### config.mk
export PLATFORM = sky130hd
export DESIGN_NAME = fp_cmp_pipe
export DESIGN_NICKNAME = d
export VERILOG_FILES = /design/src/rtl/fp_pkg.sv /design/src/rtl/fp_classify.sv /design/src/rtl/fp_cmp_pipe.sv
export SDC_FILE = /design/constraint.sdc
export NUM_CORES = 1
export LEC_CHECK = 0
export ABC_AREA = 1
export BUFFER_PORTS_ARGS = -buffer_cell sky130_fd_sc_hd__buf_2
export CAP_MARGIN = 15
export CORE_MARGIN = 2
export CORE_UTILIZATION = 45
export CTS_CLUSTER_DIAMETER = 150
export DETAILED_ROUTE_END_ITERATION = 16
export PLACE_DENSITY_LB_ADDON = 0.05
export SYNTH_ARGS = -nofsm -noshare
export SYNTH_HDL_FRONTEND = slang
export SYNTH_SLANG_ARGS = --single-unit
export TNS_END_PERCENT = 50
### constraint.sdc
create_clock -name clk -period 1.3 [get_ports clk]
set_input_delay 0.26 -clock clk [delete_from_list [all_inputs] [get_ports clk]]
set_output_delay 0.26 -clock clk [all_outputs]
set_load 0.005 [all_outputs]
### src/rtl/fp_pkg.sv
// Shared floating-point types and constants for the FP compare datapath.
// Widths are passed as arguments so one package serves every format.
package fp_pkg;

  typedef enum logic [2:0] {
    ZERO,
    SUB,
    NORM,
    INF,
    QNAN,
    SNAN
  } fp_class_e;

  // Canonical quiet NaN, right-aligned in 64 bits; callers cast to their word width.
  function automatic logic [63:0] canon_qnan(input int unsigned exp_w, input int unsigned man_w);
    logic [63:0] r;
    r = (((64'd1 << exp_w) - 64'd1) << man_w) | (64'd1 << (man_w - 1));
    return r;
  endfunction

endpackage

### src/rtl/fp_classify.sv
// Combinational IEEE-754 operand classifier: returns class and sign of one word.
module fp_classify
  import fp_pkg::*;
#(
  parameter int unsigned EXP_W = 8,
  parameter int unsigned MAN_W = 23
) (
  input  logic [EXP_W+MAN_W:0] x,
  output fp_class_e            cls,
  output logic                 sign
);

  logic [EXP_W-1:0] exp_f;
  logic [MAN_W-1:0] man_f;

  assign sign  = x[EXP_W+MAN_W];
  assign exp_f = x[EXP_W+MAN_W-1:MAN_W];
  assign man_f = x[MAN_W-1:0];

  always_comb begin
    cls = NORM;
    if (exp_f == '0) begin
      cls = (man_f == '0) ? ZERO : SUB;
    end else if (exp_f == '1) begin
      if (man_f == '0) begin
        cls = INF;
      end else if (man_f[MAN_W-1]) begin
        cls = QNAN;
      end else begin
        cls = SNAN;
      end
    end
  end

endmodule

### src/rtl/fp_cmp_pipe.sv
// Two-stage elastic IEEE-754 comparator with quiet/signaling modes and invalid flag.
// Define FP_CMP_MINMAX_EN to add the minimumNumber/maximumNumber result ports.
module fp_cmp_pipe
  import fp_pkg::*;
#(
  parameter int unsigned EXP_W = 8,
  parameter int unsigned MAN_W = 23
) (
  input  logic                 clk,
  input  logic                 rst_n,
  input  logic                 in_valid,
  output logic                 in_ready,
  input  logic [EXP_W+MAN_W:0] a,
  input  logic [EXP_W+MAN_W:0] b,
  input  logic                 signaling,
  output logic                 out_valid,
  input  logic                 out_ready,
  output logic                 lt,
  output logic                 eq,
  output logic                 gt,
  output logic                 unord,
  output logic                 invalid
`ifdef FP_CMP_MINMAX_EN
  ,
  output logic [EXP_W+MAN_W:0] min_res,
  output logic [EXP_W+MAN_W:0] max_res
`endif
);

  localparam int unsigned W = 1 + EXP_W + MAN_W;

  fp_class_e cls_a, cls_b;
  logic      sign_a, sign_b;

  fp_classify #(.EXP_W(EXP_W), .MAN_W(MAN_W)) u_cls_a (.x(a), .cls(cls_a), .sign(sign_a));
  fp_classify #(.EXP_W(EXP_W), .MAN_W(MAN_W)) u_cls_b (.x(b), .cls(cls_b), .sign(sign_b));

  logic s1_valid_q, s2_valid_q;
  logic s1_load, s2_load;

  assign s2_load   = !s2_valid_q || out_ready;
  assign s1_load   = !s1_valid_q || s2_load;
  assign in_ready  = s1_load;
  assign out_valid = s2_valid_q;

  // Stage 1: classification, signs and unsigned magnitude compare.
  fp_class_e cls_a_q, cls_b_q;
  logic      sign_a_q, sign_b_q, mag_lt_q, mag_eq_q, sig_q;
`ifdef FP_CMP_MINMAX_EN
  logic [W-1:0] a_q, b_q;
`endif

  always_ff @(posedge clk or negedge rst_n) begin
    if (!rst_n) begin
      s1_valid_q <= 1'b0;
      cls_a_q    <= ZERO;
      cls_b_q    <= ZERO;
      sign_a_q   <= 1'b0;
      sign_b_q   <= 1'b0;
      mag_lt_q   <= 1'b0;
      mag_eq_q   <= 1'b0;
      sig_q      <= 1'b0;
`ifdef FP_CMP_MINMAX_EN
      a_q        <= '0;
      b_q        <= '0;
`endif
    end else if (s1_load) begin
      s1_valid_q <= in_valid;
      cls_a_q    <= cls_a;
      cls_b_q    <= cls_b;
      sign_a_q   <= sign_a;
      sign_b_q   <= sign_b;
      mag_lt_q   <= a[W-2:0] < b[W-2:0];
      mag_eq_q   <= a[W-2:0] == b[W-2:0];
      sig_q      <= signaling;
`ifdef FP_CMP_MINMAX_EN
      a_q        <= a;
      b_q        <= b;
`endif
    end
  end

  // Stage 2 next-state: relation flags and exception.
  logic a_nan, b_nan, both_zero;
  logic lt_d, eq_d, gt_d, unord_d, invalid_d;

  always_comb begin
    a_nan     = (cls_a_q == QNAN) || (cls_a_q == SNAN);
    b_nan     = (cls_b_q == QNAN) || (cls_b_q == SNAN);
    both_zero = (cls_a_q == ZERO) && (cls_b_q == ZERO);
    unord_d   = a_nan || b_nan;
    invalid_d = (cls_a_q == SNAN) || (cls_b_q == SNAN) || (sig_q && unord_d);
    lt_d      = 1'b0;
    eq_d      = 1'b0;
    gt_d      = 1'b0;
    if (unord_d) begin
      lt_d = 1'b0;
    end else if (both_zero) begin
      eq_d = 1'b1;
    end else if (sign_a_q != sign_b_q) begin
      lt_d = sign_a_q;
      gt_d = !sign_a_q;
    end else if (mag_eq_q) begin
      eq_d = 1'b1;
    end else if (mag_lt_q ^ sign_a_q) begin
      // Negative operands reverse the magnitude ordering.
      lt_d = 1'b1;
    end else begin
      gt_d = 1'b1;
    end
  end

`ifdef FP_CMP_MINMAX_EN
  localparam logic [W-1:0] QNAN_C = W'(canon_qnan(EXP_W, MAN_W));

  logic [W-1:0] min_d, max_d, min_q, max_q;

  always_comb begin
    min_d = a_q;
    max_d = a_q;
    if (a_nan && b_nan) begin
      min_d = QNAN_C;
      max_d = QNAN_C;
    end else if (a_nan) begin
      min_d = b_q;
      max_d = b_q;
    end else if (b_nan) begin
      min_d = a_q;
      max_d = a_q;
    end else if (both_zero && (sign_a_q != sign_b_q)) begin
      // -0 orders below +0 for min/max even though they compare equal.
      min_d = sign_a_q ? a_q : b_q;
      max_d = sign_a_q ? b_q : a_q;
    end else if (lt_d) begin
      min_d = a_q;
      max_d = b_q;
    end else if (gt_d) begin
      min_d = b_q;
      max_d = a_q;
    end
  end

  assign min_res = min_q;
  assign max_res = max_q;
`endif

  logic lt_q, eq_q, gt_q, unord_q, invalid_q;

  always_ff @(posedge clk or negedge rst_n) begin
    if (!rst_n) begin
      s2_valid_q <= 1'b0;
      lt_q       <= 1'b0;
      eq_q       <= 1'b0;
      gt_q       <= 1'b0;
      unord_q    <= 1'b0;
      invalid_q  <= 1'b0;
`ifdef FP_CMP_MINMAX_EN
      min_q      <= '0;
      max_q      <= '0;
`endif
    end else if (s2_load) begin
      s2_valid_q <= s1_valid_q;
      lt_q       <= lt_d;
      eq_q       <= eq_d;
      gt_q       <= gt_d;
      unord_q    <= unord_d;
      invalid_q  <= invalid_d;
`ifdef FP_CMP_MINMAX_EN
      min_q      <= min_d;
      max_q      <= max_d;
`endif
    end
  end

  assign lt      = lt_q;
  assign eq      = eq_q;
  assign gt      = gt_q;
  assign unord   = unord_q;
  assign invalid = invalid_q;

endmodule
==> flow_summary.ini <==
[synthesis]
synthTopCellsByArea = dfrtp_1, ha_1, nand2_1
synth_ff_type = dfrtp_1
synth_edf_count = 0
ys_seq_area_share_pct = 23.12
async_flop_share_pct = 100.0
yosysWarnings = 0
synth_compound_area_share_pct = 7.836
synth_area_sq_mm = 0.001948
synth_cell_type_count = 30
synth_top_family_by_area = simple AND/OR/NAND/NOR gates
syn-num-nets = 396
yosysTopAreaCellShare_pct = 23.12
ys_ff_latch = 18
synth.largest_area_cell = dfrtp_1
synthSimpleGateAreaFrac_pct = 36.61
synth-xor-area-share_pct = 0
muxShareOfSynthArea_pct = 0
avgSynthCellArea_sq_um = 6.581
syn-instance-count = 296
synth_fa_ha_area_share_pct = 19.91

[place]
placedCellCount = 445
gp_congestion = 0.8597
place_hpwl_mm = 3.967
placed_cell_area_sq_mm = 0.002559
numPortBuffers = 75

[route]
drc = 0
detail_route.vias_per_cell = 4.578
wirelength_mm = 4.503
drt_iter0_drc = 48
wire_per_inst_um = 9.940
firstDrtPassIters = 4
ant_nets = 0
vias = 2074

[die]
ioPinCount = 76
core_area_sq_mm = 0.004086
rows = 23
fp.dieH_um = 69.80
initial_core_util_pct = 47.67
die_x_um = 69.80
die_area_sq_mm = 0.004871

[worst_setup_path]
cp.required_ps = 1440
path_cells = buf_2, inv_1, ha_4, nand2_1, nor2_2, nand3_2, nor3_4, nand2_1, nand2_1, nand2_1
ff2ff_setup_slack_ps = 150
path_depth = 10
worstPathArrival_ps = 1380
slowest_stage = ha_4
rr_worst_depth = 8
path_delay_family = simple AND/OR/NAND/NOR gates
worstPathMaxFanout = 2
crit_top_cell = nand2_1
worstSetupPathType = input port to flop
cp-end-kind = flop
critical_path_buf_inv_count = 2
max_stage_delay_ps = 270
startpoint_type = input port

[cts]
clk_path_buf_depth = 2
clkLatencyLatePin_ps = 250
root_buffer = clkbuf_8
cts_tree = built
cts_buffers = 3
htree_num_levels = 1
clk_pin_slew_ps = 60
clock-sinks = 18

[sta]
setup_viol = 0
hold_viol = 0
min_period_over_period_pct = 95.06
slew_violations = 0
max_freq_mhz = 809.2
finalCriticalPeriod_ps = 1236
slew_headroom_pct = 74.00
grt_setup_unrepaired = true
skew_ps = 0.5451
setup_tns_ps = 0
worstMarginPinSlew_ps = 390.0

[global_routing]
grt_pass1_vias = 2058
grt_pass1_wl_mm = 8.066
grt_max_degree = 19
grtUsageTotal_pct = 19.48
antenna_found_initial = 0
gr-total-overflow = 0

[power_and_ir_drop]
seqPwrFrac_pct = 38.5
internal-power_mw = 1.129
p_leak_nw = 1.614
pwr-share-clk_pct = 22.5
p_per_area_mw_per_mm2 = 616.9
finalPower_mw = 1.656
switching_power_mw = 0.5274
swShare_pct = 31.84
max-vdd-ir-drop_uv = 355.6
pwr-share-comb_pct = 39.1

[final_layout]
instances_no_fill = 453
finish.utilization_pct = 65.71
n_antenna_cell = 0
area_growth_pct = 37.83
stdcell_area_sq_mm = 0.002685
layout_commonest_cell = nand2_1
final_cell_mix = nand2_1, buf_2, inv_1
reg_top3 = cls_a_q: 3 flops, cls_b_q: 3 flops
drive_gt1_share_pct = 32.01
nets = 505

[min_path]
hold_path_class = input port to flop
holdPathStages = 2

[flow_run]
maxCapViolCount = 0

[outcome]
status = finished, final reports clean
-- Yosys cell counts (2+ instances only) --
cell      instances
ha_1             31
nor3_1            2
inv_1            58
buf_6             2
nand4_1          11
nand3_1           9
dfrtp_1          18
o21ai_2           2
nand2_1          86
o21ai_1           2
a21oi_1          11
nand3b_1          3
nor2_1           37
o21ai_0           6
nor2_2            3
-- worst paths after layout --
path,from,end
worst max-delay path,b[28],mag_lt_q
worst min-delay path,in_valid,s1_valid_q
worst max register to register,out_valid,cls_b_q[0]
worst min register to register,lt,lt
max in group asynchronous,rst_n,invalid
min in group asynchronous,rst_n,sign_b_q
-- through the flow --
| stage | setup slack [ps] | hold slack (ps) |
|---|---|---|
| 2_1_floorplan | 54.92 | -35.59 |
| 3_3_place_gp | -152.8 | 208.1 |
| 3_5_place_dp | -221.5 | 205.5 |
| 4_1_cts | 14.49 | 188.3 |
| 5_1_grt | -10.79 | 201.2 |
| 6_report | 64.16 | 193.4 |
-- power by group through the flow --
| stage | clock network (mW) | logic [mW] | registers [mW] |
|---|---|---|---|
| after floorplan | 0 | 0.336 | 0.646 |
| after global placement | 0 | 0.607 | 0.645 |
| after global routing | 0.414 | 0.753 | 0.644 |
| after detailed placement | 0 | 0.618 | 0.647 |
| after CTS | 0.384 | 0.636 | 0.637 |
| final | 0.372 | 0.647 | 0.637 |
-- routing by layer --
metal  global-route usage (%)  part of all wire [%]
met1                    25.27                    49
met2                    35.24                    47
met3                    1.599                   3.6
met4                    3.846                  0.76
met5                        0                     0
-- logic make-up (layout without fill, tap and decap cells) --
kind of cell / count (synthesis) / count (layout)
flops: 18 / 18
fa+ha+maj: 31 / 31
compound gates: 26 / 26
buf+inv: 61 / 168
simple gates: 160 / 160
-- repair_timing --
item | 4_1_cts | 5_1_grt
setup endpoints to repair | 1 | 6
hold endpoints to repair | 18 | 0
pin swaps | 2 | 5
gates resized for setup | 0 | 8
buffers inserted | 3 | 1
hold buffers | 1 | 0
gates cloned | 0 | 0
-- worst register-to-register path, cell delays in order, from the launching register on --
cell and delay, ps:
dfrtp_1 390, inv_2 70, nor2_4 40, nand2_4 100
buf_4 130, buf_4 110, nand4_1 100, nand2_1 80
nand2_1 40
-- cell type report --
cell class | count | area, sq um
sequential | 18 | 450.4
multi-input combinational | 217 | 1292
inverter | 59 | 221.5
fill | 387 | 1401
timing repair buffer | 106 | 616.8
clock buffer | 3 | 41.29
tap | 50 | 62.56
Note: power is estimated with default switching activity, not from simulation.
